**src/rtl/hazard_pkg.sv**
```systemverilog
// Shared encodings for the RV32I hazard unit: forwarding selects, result-source
// decode and the two-state multi-cycle execute FSM.
package hazard_pkg;

    localparam logic [1:0] FWD_RF   = 2'b00;
    localparam logic [1:0] FWD_WB   = 2'b01;
    localparam logic [1:0] FWD_MEM  = 2'b10;

    localparam logic [2:0] RES_LOAD = 3'b001;

    typedef enum logic {
        MDU_IDLE = 1'b0,
        MDU_BUSY = 1'b1
    } mdu_state_e;

endpackage

```
**src/rtl/hazard_fwd_sel.sv**
```systemverilog
// Per-operand forwarding select for the E stage; M beats W, x0 is never forwarded.
module hazard_fwd_sel
    import hazard_pkg::*;
#(
    parameter int REG_AW = 5
) (
    input  logic [REG_AW-1:0] rs_E,
    input  logic [REG_AW-1:0] rd_M,
    input  logic [REG_AW-1:0] rd_W,
    input  logic              regWrite_M,
    input  logic              regWrite_W,
    output logic [1:0]        fwd
);

    always_comb begin
        fwd = FWD_RF;
        if (regWrite_M && (rd_M != '0) && (rd_M == rs_E)) begin
            fwd = FWD_MEM;
        end else if (regWrite_W && (rd_W != '0) && (rd_W == rs_E)) begin
            fwd = FWD_WB;
        end
    end

endmodule

```
**src/rtl/hazard_unit_mc.sv**
```systemverilog
// Hazard unit for the 5-stage RV32I pipeline: forwarding, load-use bubbles,
// multi-cycle execute hold and branch flush. HAZ_PERF_CNT_EN adds stall/flush counters.
module hazard_unit_mc
    import hazard_pkg::*;
#(
    parameter int REG_AW   = 5,
    parameter int LOAD_LAT = 1,
    parameter int MDU_LAT  = 4,
    parameter int CNT_W    = 5
) (
    input  logic              clk,
    input  logic              rst_n,
    input  logic [REG_AW-1:0] rs1_D,
    input  logic [REG_AW-1:0] rs2_D,
    input  logic [REG_AW-1:0] rs1_E,
    input  logic [REG_AW-1:0] rs2_E,
    input  logic [REG_AW-1:0] rd_E,
    input  logic              regWrite_E,
    input  logic [2:0]        resultSrc_E,
    input  logic              mdu_op_E,
    input  logic              PCSrc_E,
    input  logic [REG_AW-1:0] rd_M,
    input  logic [REG_AW-1:0] rd_W,
    input  logic              regWrite_M,
    input  logic              regWrite_W,
    output logic [1:0]        forwardAE,
    output logic [1:0]        forwardBE,
    output logic              stall_F,
    output logic              stall_D,
    output logic              stall_E,
    output logic              flush_D,
    output logic              flush_E,
    output logic              flush_M,
    output logic              mdu_busy
`ifdef HAZ_PERF_CNT_EN
    ,
    output logic [31:0]       stall_cycles,
    output logic [31:0]       flush_cycles
`endif
);

    localparam logic [CNT_W-1:0] LD_RELOAD  = CNT_W'(LOAD_LAT - 1);
    localparam logic [CNT_W-1:0] MDU_RELOAD = CNT_W'(MDU_LAT - 2);

    mdu_state_e       state_q, state_d;
    logic [CNT_W-1:0] mdu_cnt_q, mdu_cnt_d;
    logic [CNT_W-1:0] ld_cnt_q, ld_cnt_d;

    logic mdu_stall;
    logic ld_active;
    logic load_use;
    logic ld_detect;
    logic ld_stall;

    hazard_fwd_sel #(.REG_AW(REG_AW)) u_fwd_a (
        .rs_E       (rs1_E),
        .rd_M       (rd_M),
        .rd_W       (rd_W),
        .regWrite_M (regWrite_M),
        .regWrite_W (regWrite_W),
        .fwd        (forwardAE)
    );

    hazard_fwd_sel #(.REG_AW(REG_AW)) u_fwd_b (
        .rs_E       (rs2_E),
        .rd_M       (rd_M),
        .rd_W       (rd_W),
        .regWrite_M (regWrite_M),
        .regWrite_W (regWrite_W),
        .fwd        (forwardBE)
    );

    // The final BUSY cycle releases the stall so the op leaves E on that edge.
    always_comb begin
        state_d   = state_q;
        mdu_cnt_d = mdu_cnt_q;
        mdu_stall = 1'b0;
        mdu_busy  = 1'b0;
        case (state_q)
            MDU_IDLE: begin
                if (mdu_op_E) begin
                    mdu_stall = 1'b1;
                    mdu_busy  = 1'b1;
                    mdu_cnt_d = MDU_RELOAD;
                    state_d   = MDU_BUSY;
                end
            end
            MDU_BUSY: begin
                mdu_busy = 1'b1;
                if (mdu_cnt_q != '0) begin
                    mdu_stall = 1'b1;
                    mdu_cnt_d = mdu_cnt_q - 1'b1;
                end else begin
                    state_d = MDU_IDLE;
                end
            end
            default: begin
                state_d   = MDU_IDLE;
                mdu_cnt_d = '0;
            end
        endcase
    end

    always_comb begin
        ld_active = (ld_cnt_q != '0);
        load_use  = (resultSrc_E == RES_LOAD) && regWrite_E && (rd_E != '0) &&
                    ((rd_E == rs1_D) || (rd_E == rs2_D));
        ld_detect = !mdu_stall && !ld_active && load_use;
        ld_stall  = ld_active || ld_detect;

        ld_cnt_d = '0;
        if (PCSrc_E) begin
            ld_cnt_d = '0;
        end else if (ld_active) begin
            ld_cnt_d = ld_cnt_q - 1'b1;
        end else if (ld_detect) begin
            ld_cnt_d = LD_RELOAD;
        end
    end

    // A taken branch squashes the load bubble: the dependent instruction is flushed anyway.
    always_comb begin
        stall_F = (ld_stall && !PCSrc_E) || mdu_stall;
        stall_D = (ld_stall && !PCSrc_E) || mdu_stall;
        stall_E = mdu_stall;
        flush_D = PCSrc_E;
        flush_E = ld_stall || PCSrc_E;
        flush_M = mdu_stall;
    end

    always_ff @(posedge clk) begin
        if (!rst_n) begin
            state_q   <= MDU_IDLE;
            mdu_cnt_q <= '0;
            ld_cnt_q  <= '0;
        end else begin
            state_q   <= state_d;
            mdu_cnt_q <= mdu_cnt_d;
            ld_cnt_q  <= ld_cnt_d;
        end
    end

`ifdef HAZ_PERF_CNT_EN
    logic [31:0] stall_cycles_q, stall_cycles_d;
    logic [31:0] flush_cycles_q, flush_cycles_d;

    always_comb begin
        stall_cycles_d = stall_cycles_q;
        flush_cycles_d = flush_cycles_q;
        if (stall_D && (stall_cycles_q != 32'hFFFF_FFFF)) begin
            stall_cycles_d = stall_cycles_q + 32'd1;
        end
        if (flush_D && (flush_cycles_q != 32'hFFFF_FFFF)) begin
            flush_cycles_d = flush_cycles_q + 32'd1;
        end
    end

    always_ff @(posedge clk) begin
        if (!rst_n) begin
            stall_cycles_q <= '0;
            flush_cycles_q <= '0;
        end else begin
            stall_cycles_q <= stall_cycles_d;
            flush_cycles_q <= flush_cycles_d;
        end
    end

    assign stall_cycles = stall_cycles_q;
    assign flush_cycles = flush_cycles_q;
`endif

endmodule

```
**config.mk**
```make
export PLATFORM = sky130hd
export DESIGN_NAME = hazard_unit_mc
export DESIGN_NICKNAME = d
export VERILOG_FILES = /design/src/rtl/hazard_pkg.sv /design/src/rtl/hazard_fwd_sel.sv /design/src/rtl/hazard_unit_mc.sv
export SDC_FILE = /design/constraint.sdc
export NUM_CORES = 1
export LEC_CHECK = 0
export ABC_AREA = 1
export BUFFER_PORTS_ARGS = -buffer_cell sky130_fd_sc_hd__buf_2
export CAP_MARGIN = 10
export CORE_ASPECT_RATIO = 0.8
export CORE_UTILIZATION = 45
export CTS_CLUSTER_DIAMETER = 50
export DETAILED_ROUTE_END_ITERATION = 10
export GPL_TIMING_DRIVEN = 0
export MAX_ROUTING_LAYER = met4
export PLACE_DENSITY = 0.77
export RECOVER_POWER = 50
export SKIP_CTS_REPAIR_TIMING = 1
export SLEW_MARGIN = 20
export SYNTH_ARGS = -nofsm -noshare
export SYNTH_HDL_FRONTEND = slang
export SYNTH_HIERARCHICAL = 1
export SYNTH_SLANG_ARGS = --single-unit
```
**constraint.sdc**
```tcl
create_clock -name clk -period 3.4 [get_ports clk]
set_input_delay 0.34 -clock clk [delete_from_list [all_inputs] [get_ports clk]]
set_output_delay 0.34 -clock clk [all_outputs]
set_load 0.005 [all_outputs]
```
==> results.ini, run 1 <==
[status]
outcome=finished clean

[finish]
areaGrowthSynthToFinish_pct=27.50
layout-drive-gt1-share_pct=26.32
finalNetCount=335
instances_no_fill=321
mostFrequentLayoutCell=sky130_fd_sc_hd__nand2_1
n_antenna_cell=0
mostFrequentLayoutCells=sky130_fd_sc_hd__nand2_1, sky130_fd_sc_hd__buf_2, sky130_fd_sc_hd__inv_1
seqCellArea_um2=220.2
multi_input_gate_area_in_the_final_layout_um2=772.0
fillerInstances=247

[timing]
final.setup.worst_slack_ns=1.028
maxClockFrequency_mhz=421.7
max_slew_margin_pct=83.36
report.final.hold_viol_count=0
totalNegativeSetupSlack_ns=0
post-route-min-period_ns=2.372
max_slew.worst_pin.slew_ns=0.2496
final-max-slew-violation-count=0
fin_crit_sh_pct=69.75
skew_ns=0.002268
setup_violations=0
grt_setup_unrepaired=no

[setup_path]
cp_max_fo=6
cell_repeated_most_along_the_worst_path=sky130_fd_sc_hd__nand2_1
worstPathCellList=inv_1 > ha_1 > nand3_1 > o21ai_4 > clkinvlp_2 > nor2_1 > nand2_1 > nand2_1 > nand2_1 > nand2_1 > buf_4 > buf_2
slowest_delay_ns=0.33
r2r_slack_ns=1.85
critical-path-slowest-cell=sky130_fd_sc_hd__dfxtp_1
worst_setup_path_start_kind=flip-flop
timing.setup.critical_path_class=reg -> out
worstPathArrival_ns=2.03
required_ns=3.06
endpoint_kind=output port

[global_route]
grt_pass1_wl_um=4850
gr-usage-all-layers_pct=21.57
initial_antenna_violation_count=0
maximum_number_of_pins_on_one_net_before_global_route_repair=7
grt_pass1_vias=1274
global_route.overflow_total=0

[die]
die_h_um=48.48
chipWidth_um=60.09
core_area_mm2=0.002502
core.rowCount=16
full_die_area_mm2=0.002913
io_pins=56
effective_utilization_at_floorplan_pct=48.55

[yosys]
syn_avg_cell_area_um2=5.376
sequential_area_share_after_synthesis_pct=18.13
synth.distinct_cells=26
yosysTopAreaCell=sky130_fd_sc_hd__nand2_1
synth.top_cell.area_share_pct=22.25
netlist_area_mm2=0.001215
synth_seq_cells=11
post_synth_main_area_contributors=sky130_fd_sc_hd__nand2_1, sky130_fd_sc_hd__dfxtp_1, sky130_fd_sc_hd__inv_1
synth-warning-count=6
synthesized_net_count=275
syn-instance-count=226

[placement]
numPlacedInstances=317
place.detailed.hpwl_um=2383
dp_slack_ns=1.541
gp_congestion=0.8568
port_buffers=55

[clock_network]
cts.root.buffer_cell=sky130_fd_sc_hd__clkbuf_4
clock_tree_from_tritoncts=built
cts-root-to-sink-buffers=2
worst_setup_hold_path_clk_slew_ns=0.07
worstSkewPairLatency_ns=0.27
clock-sinks=11
cts_buf_count=3
htree_levels=1

[routing]
drt-total-wl_um=2798
first_pass_iters=4
route.antenna.remaining_nets=0
wl_per_cell_um=8.717
iter_0_drt_violations=85
vias_per_cell=4.461
remaining_drc_errors=0
via_count=1432

[power_and_ir_drop]
max-vdd-ir-drop_mv=0.1868
powerDensity_mw_per_mm2=261.3
p_leak_nw=0.9683
finalPower_uw=404.8

[flow_run]
maxCapViolations=0

[hold_path]
min_path_type=in -> reg

## path summary, 6_finish.rpt
check | cells after the start | endpoint | start
worst min-delay path | 3 | mdu_cnt_q[0] | rst_n
worst max register to register | 8 | mdu_cnt_q[3] | mdu_cnt_q[0]
worst min register to register | 1 | ld_cnt_q[0] | ld_cnt_q[0]
worst max-delay path | 12 | stall_F | mdu_cnt_q[0]
## sequential cells by signal, indices dropped and copies added, names as in the netlist
register and cells:
mdu_cnt_q 5, state_q 1, ld_cnt_q 5
## area by class of cell
type	instances	share of cell area (%)
clock buffers	4	1.696
multi-input cells	162	49.84
inverters	50	12.20
well taps	36	2.908
repair buffers	55	17.69
plain buffers	3	1.454
flip-flops and latches	11	14.22
## worst max-delay path: cells and delay by family (launching register included)
| family | cells | cell delay (ns) |
|---|---|---|
| buffers and inverters | 4 | 0.55 |
| adders and majority gates | 1 | 0.15 |
| AOI/OAI and AO/OA | 1 | 0.21 |
| and+or+nand+nor | 6 | 0.51 |
| DFF | 1 | 0.33 |
## synthesized netlist by cell type
cell type	instances
sky130_fd_sc_hd__buf_4	3
sky130_fd_sc_hd__and3_1	1
sky130_fd_sc_hd__nor2_2	5
sky130_fd_sc_hd__or2_4	1
sky130_fd_sc_hd__or2_0	1
sky130_fd_sc_hd__nand3_1	18
sky130_fd_sc_hd__inv_2	5
sky130_fd_sc_hd__xor2_1	3
sky130_fd_sc_hd__nor3_1	2
sky130_fd_sc_hd__nor2_4	1
sky130_fd_sc_hd__dfxtp_1	11
sky130_fd_sc_hd__o21ai_4	1
sky130_fd_sc_hd__inv_1	44
sky130_fd_sc_hd__nand2_2	2
sky130_fd_sc_hd__nor2_1	27
sky130_fd_sc_hd__o21ai_1	1
sky130_fd_sc_hd__or2_2	1
sky130_fd_sc_hd__xnor2_1	2
sky130_fd_sc_hd__ha_1	4
sky130_fd_sc_hd__o31ai_1	1
sky130_fd_sc_hd__o21ai_0	8
sky130_fd_sc_hd__inv_4	1
sky130_fd_sc_hd__nand3_2	1
sky130_fd_sc_hd__a21boi_0	2
sky130_fd_sc_hd__a21oi_1	8
sky130_fd_sc_hd__nand2_1	72
## metrics by stage
stage          hold slack (ns)  utilization, %  area (um2)
2_1_floorplan           0.3925               -        1215
6_report                0.3966           61.90        1549
5_1_grt                 0.4136           61.90        1549
4_1_cts                 0.3868           62.40        1562
3_5_place_dp            0.4153           61.35        1535
3_3_place_gp            0.4029           61.35        1535
## routing by layer
layer / global-route usage (%) / routed length, um
met1: 28.62 / 1467
met2: 33.70 / 1178
met3: 5.080 / 138
met4: 3.488 / 13
met5: - / 0
## logic make-up (layout without fill, tap and decap cells)
group	count (synthesis)	after routing	synth area share, %
flops	11	11	18.13
buf+inv	53	112	17.51
simple gates	132	132	46.45
compound gates	21	21	10.20
fa+ha+maj	4	4	4.120
xor+xnor	5	5	3.605
## report_power, final
| part | internal, mW | switching, mW | total [mW] |
|---|---|---|---|
| Clock | 0.0454 | 0.0450 | 0.0904 |
| Sequential | 0.139 | 0.00846 | 0.147 |
| Combinational | 0.0743 | 0.0928 | 0.167 |
| Total | 0.259 | 0.146 | 0.405 |
(Power assumes the default switching activity.)
==> run 2: changes to the inputs <==
--- a/config.mk
+++ b/config.mk
@@ -9,12 +9,12 @@
 export BUFFER_PORTS_ARGS = -buffer_cell sky130_fd_sc_hd__buf_2
 export CAP_MARGIN = 10
 export CORE_ASPECT_RATIO = 0.8
-export CORE_UTILIZATION = 45
+export CORE_UTILIZATION = 42
 export CTS_CLUSTER_DIAMETER = 50
 export DETAILED_ROUTE_END_ITERATION = 10
 export GPL_TIMING_DRIVEN = 0
 export MAX_ROUTING_LAYER = met4
-export PLACE_DENSITY = 0.77
+export PLACE_DENSITY = 0.76
 export RECOVER_POWER = 50
 export SKIP_CTS_REPAIR_TIMING = 1
 export SLEW_MARGIN = 20
==> constraint.sdc (replaced) <==
create_clock -name clk -period 2.05 [get_ports clk]
set_input_delay 0.205 -clock clk [delete_from_list [all_inputs] [get_ports clk]]
set_output_delay 0.205 -clock clk [all_outputs]
set_load 0.005 [all_outputs]
==> run 2 against run 1 <==
Sequential power is 67% higher; worst hold slack worse by 0.15 ns; routed wire length is 5.3% higher; power is 75% higher; critical path type unchanged; die area is 6.9% higher; largest power group unchanged; largest cell class unchanged; clock skew is 0.0010 ns higher; first-iteration DRC count is 16% higher.
==> results.ini, run 2 (synthesized netlist as in run 1, its figures left out) <==
[status]
outcome=finished clean

[finish]
mostFrequentLayoutCells=sky130_fd_sc_hd__nand2_1, sky130_fd_sc_hd__buf_2, sky130_fd_sc_hd__inv_1
mostFrequentLayoutCell=sky130_fd_sc_hd__nand2_1
reg.largest.list=ld_cnt_q: 5 flops, mdu_cnt_q: 5 flops, state_q: 1 flops
areaGrowthSynthToFinish_pct=30.79
layout-drive-gt1-share_pct=28.72  ; +2.4 points
n_antenna_cell=0  ; unchanged
finalNetCount=339  ; +1.2%
final_cell_area_mm2=0.001589  ; +2.6%
instances_no_fill=327  ; +1.9%
layout.core_utilization_pct=57.91  ; -4.0 points

[routing]
via_count=1456  ; +1.7%
first_pass_iters=4  ; unchanged
route.antenna.remaining_nets=0  ; unchanged
drt-total-wl_um=2946  ; +5.3%
vias_per_cell=4.453  ; -0.19%
iter_0_drt_violations=99  ; +16%
remaining_drc_errors=0  ; unchanged
wl_per_cell_um=9.009  ; +3.4%

[die]
chipWidth_um=62.13  ; +3.4%
core.rowCount=17  ; +1
effective_utilization_at_floorplan_pct=44.28  ; -4.3 points
full_die_area_mm2=0.003113  ; +6.9%
core_area_mm2=0.002744  ; +9.6%
io_pins=56  ; unchanged
die_h_um=50.11  ; +3.4%

[clock_network]
cts_buf_count=3  ; unchanged
cts.root.buffer_cell=sky130_fd_sc_hd__clkbuf_4
worstSkewPairLatency_ns=0.28  ; about the same
cts-root-to-sink-buffers=2  ; unchanged
clock-sinks=11  ; unchanged
clock_tree_from_tritoncts=built
htree_levels=1  ; unchanged
worst_setup_hold_path_clk_slew_ns=0.07  ; about the same

[global_route]
initial_antenna_violation_count=0  ; unchanged
grt_pass1_wl_um=4726  ; -2.6%
gr-usage-all-layers_pct=18.97  ; -2.6 points
maximum_number_of_pins_on_one_net_before_global_route_repair=7  ; unchanged
global_route.overflow_total=0  ; unchanged
grt_pass1_vias=1164  ; -8.6%

[timing]
fin_crit_sh_pct=96.69
report.final.hold_viol_count=0  ; unchanged
totalNegativeSetupSlack_ns=0  ; unchanged
max_slew.worst_pin.slew_ns=0.2901  ; +0.04056 ns
post-route-min-period_ns=1.982
setup_violations=0  ; unchanged
max_slew_margin_pct=80.66  ; -2.7 points
hold_slack_ns=0.2466  ; -0.1501 ns
skew_ns=0.003276  ; +0.001007 ns
final.setup.worst_slack_ns=0.06787  ; -0.9605 ns
final-max-slew-violation-count=0  ; unchanged
maxClockFrequency_mhz=504.5

[setup_path]
worstPathCellList=inv_2 > ha_1 > nand3_2 > o21ai_4 > inv_4 > nor2_1 > nand2_1 > nand2_1 > nand2_1 > nand2_1 > buf_4 > buf_2
cp_max_fo=4  ; -2
worstPathArrival_ns=1.78  ; -0.25 ns
endpoint_kind=output port
critical-path-slowest-cell=sky130_fd_sc_hd__dfxtp_2
timing.setup.critical_path_class=reg -> out
required_ns=1.85  ; -1.21 ns
slowest_delay_ns=0.33  ; about the same
timing.critical_path.buf_inv=4  ; unchanged
cell_repeated_most_along_the_worst_path=sky130_fd_sc_hd__nand2_1
worst_setup_path_start_kind=flip-flop
timing.critical_path.max_delay_family=simple AND/OR/NAND/NOR gates

[placement]
dp_slack_ns=0.3206  ; -1.221 ns
placed_standard_cell_area_mm2=0.001538  ; +0.16%
gp_congestion=0.8362  ; -2.4%
place.detailed.hpwl_um=2358  ; -1.0%
numPlacedInstances=319  ; +0.63%
port_buffers=55  ; unchanged

[hold_path]
min_path_type=in -> reg

[power_and_ir_drop]
max-vdd-ir-drop_mv=0.3058  ; +64%
finalPower_uw=708.9  ; +75%
powerDensity_mw_per_mm2=446.2  ; +71%
p_leak_nw=0.9906  ; +2.3%

[flow_run]
maxCapViolations=0  ; unchanged

[run 2: final timing paths]
check / startpoint / endpoint / slack [ns] / cells past startpoint
setup / recovery: mdu_cnt_q[0] / stall_F / 0.07 / 12
hold / removal: rst_n / mdu_cnt_q[0] / 0.25 / 3
setup reg to reg: mdu_cnt_q[0] / mdu_cnt_q[2] / 0.52 / 8
hold reg to reg: ld_cnt_q[0] / ld_cnt_q[0] / 0.41 / 1
[run 2: cell type report]
cell class	instances	area [um2]
Buffer	3	22.52
Clock buffer	4	26.28
Fill cell	286	1155
Inverter	50	190.2
Multi-Input combinational cell	162	777.0
Sequential cell	11	222.7
Tap cell	38	47.55
Timing Repair Buffer	59	302.8
[run 2: routing by layer]
metal	global-route usage (%)	part of all wire, %	vias up
met1	25.66	49	611
met2	29.67	45	38
met4	2.326	0.48	0
li1	-	-	805
met5	-	0	-
met3	4.167	5.0	2
[run 2: report_power, final]
| group | internal [mW] | switching (mW) |
|---|---|---|
| combinational | 0.142 | 0.165 |
| clock | 0.0756 | 0.0791 |
| sequential | 0.232 | 0.0148 |
[run 2: worst reg2reg max path, cell delays in order, from the launching register on]
cell,delay (ns)
sky130_fd_sc_hd__dfxtp_2,0.33
sky130_fd_sc_hd__inv_2,0.07
sky130_fd_sc_hd__ha_1,0.18
sky130_fd_sc_hd__nand3_2,0.10
sky130_fd_sc_hd__o21ai_4,0.23
sky130_fd_sc_hd__buf_4,0.15
sky130_fd_sc_hd__nor2_2,0.04
sky130_fd_sc_hd__or2_0,0.19
sky130_fd_sc_hd__and3_1,0.14
